File: src/rtl/sram_like_arbiter.sv
// -----------------------------------------------------------------------------
// sram_like_arbiter
//
// N-master to 1-slave arbiter for the SRAM-like (req / addr_ok / data_ok)
// memory interface. One slave port is shared by NUM_M masters. Master 0 is the
// fetch port by convention.
//
// Grant policy
//   - Round-robin search starting at rr_ptr. The search runs upward, modulo NUM_M.
//   - Once a request has been presented and not accepted, the grant is locked to
//     that master until the handshake completes. The slave therefore never sees
//     a presented request change underneath it.
//   - When the outstanding limit is reached, s_req drops but the lock is kept.
//     The locked master is presented again first once a slot frees up.
//
// Response routing
//   - The index of every accepted request is pushed into a small tag FIFO.
//   - The slave answers in order, so the FIFO head names the master that owns
//     each s_data_ok. Writes get a data_ok as well.
//
// Handshake semantics
//   - A request transfers on a cycle with s_req & s_addr_ok.
//   - m_addr_ok echoes that transfer to the granted master.
//   - A response transfers on a cycle with s_data_ok while a tag is outstanding.
//   - Neither side uses a ready-before-valid dependency. s_req depends only on
//     registered state and the m_req inputs, never on s_data_ok.
//
// Ports
//   clk, resetn    clock, synchronous active-low reset
//   m_req/m_wr     per-master request / write flag        [NUM_M]
//   m_size         per-master size, master i at [2i+:2]   [2*NUM_M]
//   m_addr         per-master address, packed             [ADDR_W*NUM_M]
//   m_wstrb        per-master byte strobes, packed        [DATA_W/8*NUM_M]
//   m_wdata        per-master write data, packed          [DATA_W*NUM_M]
//   m_addr_ok      request accepted this cycle (one-hot or zero)
//   m_data_ok      response for this master (one-hot or zero)
//   m_rdata        shared read data, valid with m_data_ok
//   s_req..s_wdata slave request channel, muxed from the granted master
//   s_addr_ok      slave accepts the request
//   s_data_ok      slave returns a response (in order)
//   s_rdata        slave read data
//   outs_cnt       accepted-but-unanswered request count (0..MAX_OUTS)
//   err_orphan     sticky: s_data_ok arrived with nothing outstanding
// -----------------------------------------------------------------------------
module sram_like_arbiter #(
  parameter int NUM_M    = 2,
  parameter int ADDR_W   = 32,
  parameter int DATA_W   = 32,
  parameter int MAX_OUTS = 4
) (
  input  logic                          clk,
  input  logic                          resetn,
  input  logic [NUM_M-1:0]              m_req,
  input  logic [NUM_M-1:0]              m_wr,
  input  logic [2*NUM_M-1:0]            m_size,
  input  logic [ADDR_W*NUM_M-1:0]       m_addr,
  input  logic [DATA_W/8*NUM_M-1:0]     m_wstrb,
  input  logic [DATA_W*NUM_M-1:0]       m_wdata,
  output logic [NUM_M-1:0]              m_addr_ok,
  output logic [NUM_M-1:0]              m_data_ok,
  output logic [DATA_W-1:0]             m_rdata,
  output logic                          s_req,
  output logic                          s_wr,
  output logic [1:0]                    s_size,
  output logic [ADDR_W-1:0]             s_addr,
  output logic [DATA_W/8-1:0]           s_wstrb,
  output logic [DATA_W-1:0]             s_wdata,
  input  logic                          s_addr_ok,
  input  logic                          s_data_ok,
  input  logic [DATA_W-1:0]             s_rdata,
  output logic [$clog2(MAX_OUTS):0]     outs_cnt,
  output logic                          err_orphan
);

  localparam int STRB_W = DATA_W / 8;
  // A single master still needs a 1-bit index so the tag FIFO stays well formed.
  localparam int IDX_W  = (NUM_M > 1) ? $clog2(NUM_M) : 1;
  localparam int PTR_W  = $clog2(MAX_OUTS);
  localparam int CNT_W  = PTR_W + 1;

  // ---------------------------------------------------------------------------
  // State
  // ---------------------------------------------------------------------------
  logic [IDX_W-1:0] rr_ptr;
  logic             lock;
  logic [IDX_W-1:0] locked_idx;
  logic [IDX_W-1:0] tag_mem [MAX_OUTS];
  logic [PTR_W-1:0] wr_ptr;
  logic [PTR_W-1:0] rd_ptr;
  logic [CNT_W-1:0] cnt_q;
  logic             orphan_q;

  // ---------------------------------------------------------------------------
  // Combinational arbitration
  // ---------------------------------------------------------------------------
  logic [IDX_W-1:0] rr_grant;
  logic [IDX_W-1:0] grant;
  logic [IDX_W-1:0] rr_next;
  logic [IDX_W-1:0] head;
  logic             full;
  logic             empty;
  logic             hs;
  logic             pop;

  // full and empty come from registered state only. This keeps s_req free of
  // any path from s_data_ok.
  assign full  = (cnt_q == CNT_W'(MAX_OUTS));
  assign empty = (cnt_q == '0);

  // Round-robin search from rr_ptr, wrapping at NUM_M. NUM_M need not be a
  // power of 2, so the wrap is an explicit subtract rather than an overflow.
  always_comb begin
    int  idx;
    logic found;
    rr_grant = rr_ptr;
    found    = 1'b0;
    idx      = 0;
    for (int k = 0; k < NUM_M; k++) begin
      idx = int'(rr_ptr) + k;
      if (idx >= NUM_M) idx = idx - NUM_M;
      if (!found && m_req[idx]) begin
        found    = 1'b1;
        rr_grant = IDX_W'(idx);
      end
    end
  end

  assign grant = lock ? locked_idx : rr_grant;

  always_comb begin
    rr_next = '0;
    if (int'(grant) + 1 < NUM_M) rr_next = grant + 1'b1;
  end

  assign s_req = resetn & (lock | (|m_req)) & ~full;
  assign hs    = s_req & s_addr_ok;
  assign pop   = resetn & s_data_ok & ~empty;
  assign head  = tag_mem[rd_ptr];

  // Slave request fields follow the grant with zero-cycle latency.
  always_comb begin
    int gi;
    gi      = int'(grant);
    s_wr    = m_wr[gi];
    s_size  = m_size[gi*2 +: 2];
    s_addr  = m_addr[gi*ADDR_W +: ADDR_W];
    s_wstrb = m_wstrb[gi*STRB_W +: STRB_W];
    s_wdata = m_wdata[gi*DATA_W +: DATA_W];
  end

  always_comb begin
    m_addr_ok = '0;
    m_data_ok = '0;
    for (int i = 0; i < NUM_M; i++) begin
      m_addr_ok[i] = hs  && (grant == IDX_W'(i));
      m_data_ok[i] = pop && (head  == IDX_W'(i));
    end
  end

  // Read data is shared; the owner is identified by m_data_ok.
  assign m_rdata    = s_rdata;
  assign outs_cnt   = cnt_q;
  assign err_orphan = orphan_q;

  // ---------------------------------------------------------------------------
  // Sequential state
  // ---------------------------------------------------------------------------
  always_ff @(posedge clk) begin
    if (!resetn) begin
      rr_ptr     <= '0;
      lock       <= 1'b0;
      locked_idx <= '0;
      wr_ptr     <= '0;
      rd_ptr     <= '0;
      cnt_q      <= '0;
      orphan_q   <= 1'b0;
    end else begin
      // A presented but unaccepted request pins the grant. The lock is only
      // taken while s_req is high, so a full stall keeps whatever lock exists.
      if (hs) begin
        lock   <= 1'b0;
        rr_ptr <= rr_next;
      end else if (s_req) begin
        lock       <= 1'b1;
        locked_idx <= grant;
      end

      if (hs)  wr_ptr <= wr_ptr + 1'b1;
      if (pop) rd_ptr <= rd_ptr + 1'b1;

      // A push and a pop in the same cycle cancel out.
      case ({hs, pop})
        2'b10:   cnt_q <= cnt_q + 1'b1;
        2'b01:   cnt_q <= cnt_q - 1'b1;
        default: cnt_q <= cnt_q;
      endcase

      if (s_data_ok && empty) orphan_q <= 1'b1;
    end
  end

  // Tag storage needs no reset: the pointers and the count define its validity.
  // A push never hits a full FIFO, because hs requires ~full.
  always_ff @(posedge clk) begin
    if (hs) tag_mem[wr_ptr] <= grant;
  end

  // ---------------------------------------------------------------------------
  // Structural invariants
  // ---------------------------------------------------------------------------
  a_addr_ok_onehot : assert property (@(posedge clk) disable iff (!resetn)
    $onehot0(m_addr_ok));
  a_data_ok_onehot : assert property (@(posedge clk) disable iff (!resetn)
    $onehot0(m_data_ok));
  a_cnt_bound : assert property (@(posedge clk) disable iff (!resetn)
    cnt_q <= CNT_W'(MAX_OUTS));

endmodule
File: config.mk
export PLATFORM = sky130hd
export DESIGN_NAME = sram_like_arbiter
export DESIGN_NICKNAME = d
export VERILOG_FILES = /design/src/rtl/sram_like_arbiter.sv
export SDC_FILE = /design/constraint.sdc
export NUM_CORES = 1
export LEC_CHECK = 0
export CORE_AREA = 2 2 114 116
export DETAILED_ROUTE_END_ITERATION = 8
export DIE_AREA = 0 0 116 118
export SYNTH_ARGS = -nofsm -noshare
export SYNTH_HDL_FRONTEND = slang
export SYNTH_SLANG_ARGS = --single-unit
File: constraint.sdc
create_clock -name clk -period 3.2 [get_ports clk]
set_clock_uncertainty 0.1 [all_clocks]
set_input_delay 0.48 -clock clk [delete_from_list [all_inputs] [get_ports clk]]
set_output_delay 0.48 -clock clk [all_outputs]
set_load 0.02 [all_outputs]
==> metrics.txt <==
# TYPE chip_impl_metric gauge
chip_impl_info{name="run_status",value="finished clean"} 1
chip_impl_metric{name="clk_pin_slew",unit="ns"} 0.05
chip_impl_info{name="timing.critical_path.mode_cell",value="sky130_fd_sc_hd__clkdlybuf4s50_1"} 1
chip_impl_metric{name="data_arrival_time_of_the_critical_path",unit="ns"} 2.58
chip_impl_info{name="hold_path.class",value="flop to flop"} 1
chip_impl_metric{name="drc_errors",unit=""} 0
chip_impl_metric{name="yosys.area.top_type_share",unit="%"} 39.9
chip_impl_metric{name="drive_gt1_share",unit="%"} 22.3
chip_impl_info{name="timing.critical_path.slowest_stage_cell",value="sky130_fd_sc_hd__clkdlybuf4s50_1"} 1
chip_impl_metric{name="ys_seq_area_share",unit="%"} 17.7
chip_impl_metric{name="initial_utilization",unit="%"} 17.3
chip_impl_metric{name="syn-cell-area",unit="mm²"} 0.00215
chip_impl_metric{name="drt_iter0_drc",unit=""} 54
chip_impl_info{name="r2r-end",value="outs_cnt[2]"} 1
chip_impl_metric{name="ys_warn_count",unit=""} 0
chip_impl_info{name="clock_tree.root_cell",value="sky130_fd_sc_hd__clkbuf_16"} 1
chip_impl_metric{name="clock.fmax",unit="MHz"} 317
chip_impl_metric{name="netlist_instances",unit=""} 196
chip_impl_metric{name="setup_viol_count_final",unit=""} 0
chip_impl_metric{name="cellLeakagePower",unit="nW"} 2.15
chip_impl_metric{name="die_area",unit="mm²"} 0.0137
chip_impl_metric{name="cp_data_required_time",unit="ns"} 2.62
chip_impl_info{name="crit_chain",value="clkdlybuf4s50_1 -> inv_2 -> nor2_1 -> o31a_2 -> buf_4 -> buf_12 -> mux2_4 -> clkdlybuf4s50_1"} 1
chip_impl_metric{name="timing.final.crit_share",unit="%"} 98.6
chip_impl_metric{name="synth.net_count",unit=""} 382
chip_impl_metric{name="core",unit="mm²"} 0.0124
chip_impl_metric{name="final-seq-area",unit="µm²"} 380
chip_impl_metric{name="synth_enable_flop_cells",unit=""} 4
chip_impl_info{name="startpoint_to_endpoint_class_of_the_critical_path",value="input port to output pin"} 1
chip_impl_metric{name="wirelength_routed",unit="mm"} 8.82
chip_impl_metric{name="finalCriticalPeriod",unit="ns"} 3.16
chip_impl_metric{name="count_of_different_cell_masters_after_synthesis",unit=""} 29
chip_impl_metric{name="vdd.ir_drop.worst",unit="mV"} 0.156
chip_impl_metric{name="grt_antenna_before_repair",unit=""} 0
chip_impl_metric{name="synth_seq_cells",unit=""} 17
chip_impl_metric{name="crit_path_max_incr_delay",unit="ns"} 0.55
chip_impl_info{name="ys_dominant_reg_cell",value="sky130_fd_sc_hd__dfxtp_1"} 1
chip_impl_info{name="synth_top_cells_by_area",value="sky130_fd_sc_hd__mux2_4 40%, sky130_fd_sc_hd__dfxtp_1 12%, sky130_fd_sc_hd__buf_4 12%"} 1
chip_impl_info{name="worst_r2r_startpoint",value="lock"} 1
chip_impl_metric{name="grt-ovfl-total",unit=""} 0
chip_impl_metric{name="maximum_number_of_pins_on_one_net_before_global_route_repair",unit=""} 44
chip_impl_metric{name="ioPinCount",unit=""} 292
chip_impl_metric{name="number_of_buffers_on_the_longest_clock_path",unit=""} 2
chip_impl_metric{name="max_cap_viols",unit=""} 0
chip_impl_metric{name="clock_sinks",unit=""} 17
chip_impl_metric{name="async_flop_share",unit="%"} 0
chip_impl_metric{name="globalRouteTotalUtil",unit="%"} 11.5
chip_impl_metric{name="power.density_cell_area",unit="mW/mm²"} 304
chip_impl_metric{name="floorplan.rows",unit=""} 41
chip_impl_metric{name="worst-slew-pin-transition",unit="ns"} 0.346
chip_impl_metric{name="area_of_combinational_cells_with_multiple_inputs",unit="mm²"} 0.00141
chip_impl_metric{name="final_design_area_no_fill",unit="mm²"} 0.00455
chip_impl_metric{name="area_delta_synth_final",unit="%"} 112
chip_impl_metric{name="worst_slew_margin_relative_to_its_limit",unit="%"} 76.8
chip_impl_metric{name="numCtsBuffers",unit=""} 3
chip_impl_metric{name="total_inserted_antenna_cells",unit=""} 0
chip_impl_metric{name="net_count_final",unit=""} 581
chip_impl_metric{name="htree_num_levels",unit=""} 1
chip_impl_metric{name="die_w",unit="µm"} 116
chip_impl_metric{name="num-fill-cells",unit=""} 1264
chip_impl_metric{name="first_global_vias",unit=""} 2183
chip_impl_info{name="cts_tree",value="done"} 1
chip_impl_metric{name="final_number_of_hold_violating_endpoints",unit=""} 0
chip_impl_metric{name="path_max_fanout",unit=""} 22
chip_impl_metric{name="routabilityCongestion",unit=""} 0.795
chip_impl_metric{name="syn_avg_cell_area",unit="µm²"} 10.9
chip_impl_metric{name="placement.io_buffers",unit=""} 227
chip_impl_metric{name="slew_violations",unit=""} 0
chip_impl_metric{name="dr.pass1.iters",unit=""} 4
chip_impl_info{name="endpoint",value="s_wdata[23]"} 1
chip_impl_metric{name="die_h",unit="µm"} 118
chip_impl_info{name="worstSetupStartpoint",value="m_req[0]"} 1
chip_impl_metric{name="clk-insertion-delay-late",unit="ns"} 0.25
chip_impl_metric{name="reg2reg_setup_slack",unit="ns"} 0.67
chip_impl_metric{name="hpwlAfterDp",unit="mm"} 7.48
chip_impl_info{name="end_kind",value="output pin"} 1
chip_impl_metric{name="route.detailed.wl_per_inst",unit="µm"} 15.6
chip_impl_metric{name="ant_nets",unit=""} 0
chip_impl_metric{name="vias_per_cell",unit=""} 3.87
chip_impl_metric{name="layout_setup_ws",unit="ns"} 0.0448
chip_impl_metric{name="post-place-ws",unit="ns"} -0.0107
chip_impl_metric{name="worstRegToRegCells",unit=""} 10
chip_impl_metric{name="post_cts_hold_buffer_count",unit=""} 0
chip_impl_info{name="crit_path_start_kind",value="input port"} 1
chip_impl_metric{name="grt_pass1_wl",unit="mm"} 12.2
chip_impl_metric{name="place_area",unit="mm²"} 0.00437
chip_impl_info{name="synth_top_cell_by_area",value="sky130_fd_sc_hd__mux2_4"} 1
chip_impl_metric{name="num_vias",unit=""} 2192
timing repair:
item / in CTS / in global routing
gates resized for setup: 7 / 29
gates cloned: 0 / 1
setup endpoints to repair: 7 / 41
pin swaps: 0 / 1
buffers inserted: 0 / 2
routing by layer:
layer	up-vias	GRT usage, %	wire length [µm]
met5	-	0	0
met1	988	13.4	3260
met4	0	1.56	38
met2	159	20.0	4230
li1	1041	-	-
met3	4	4.89	1290
cell families after synthesis:
| family | share of synthesized area [%] |
|---|---|
| simple gates | 6.53 |
| buf+inv | 16.9 |
| mux | 49.7 |
| compound gates | 4.14 |
| flops | 17.7 |
| xor+xnor | 1.22 |
| fa+ha+maj | 3.85 |
cells in the mapped netlist (all sizes together), types with 2 or more instances:
library cell   n
edfxtp         4
mux2          71
nor2          10
buf           40
mux2i          3
xor2           2
dfxtp         13
nand2         10
inv           10
nor3           3
o21ai          3
ha             5
a21oi          6
and2           6
layout by cell type, fill, tap and decap left out, drive strengths merged, types with 2 or more instances in the layout:
cell	netlist	routed
nor3	3	3
dfxtp	13	13
mux2i	3	3
inv	10	10
nor2	10	10
xor2	2	2
ha	5	5
and2	6	6
edfxtp	4	4
dlygate4sd2	0	7
a21oi	6	6
o21ai	3	3
clkbuf	1	5
mux2	71	71
clkdlybuf4s50	0	190
buf	40	8
nand2	10	10
dlymetal6s2s	0	29
report_power, final:
part | internal, mW | switching [mW] | total [mW] | leakage (nW)
combinational | 0.532 | 0.353 | 0.885 | 1.97
sequential | 0.237 | 0.0131 | 0.250 | 0.143
clock | 0.169 | 0.0778 | 0.247 | 0.0382
total | 0.939 | 0.444 | 1.38 | 2.15
worst min path at each step:
stage / to / slack (ns) / from / cells past startpoint
after floorplan: flop / 0.33 / rd_ptr[1] / 1
after global placement: rd_ptr[1] / 0.35 / rd_ptr[1] / 1
after detailed placement: flop / 0.35 / rd_ptr[1] / 1
after CTS: rd_ptr[1] / 0.36 / rd_ptr[1] / 1
after global routing: rd_ptr[1] / 0.40 / rd_ptr[1] / 1
final: flop / 0.36 / rd_ptr[1] / 1
worst max-delay path, delay by kind of cell:
kind                   cells  cell delay [ns]
AO/OA/AOI/OAI              1             0.36
multiplexers               1             0.31
AND/OR/NAND/NOR            1             0.03
buffers and inverters      5             1.37
per-stage QoR:
step / TNS (ns) / hold slack [ns] / instances / util [%] / total power [mW]
2_1_floorplan: 0 / 0.327 / 196 / - / 0.770
3_3_place_gp: 0 / 0.353 / 559 / 35.2 / 1.14
3_5_place_dp: -0.0339 / 0.353 / 559 / 35.2 / 1.15
4_1_cts: 0 / 0.360 / 563 / 35.8 / 1.39
5_1_grt: -0.00524 / 0.396 / 566 / 36.7 / 1.45
6_report: 0 / 0.358 / 566 / 36.7 / 1.38
cell type report:
cell class              count  area share, %
flip-flops and latches     17           8.35
repair buffers            235           53.5
well taps                 172           4.73
clock buffers               4           1.73
multi-input cells         128           30.9
inverters                  10          0.824
No activity file was read; power rests on OpenSTA's default activity.
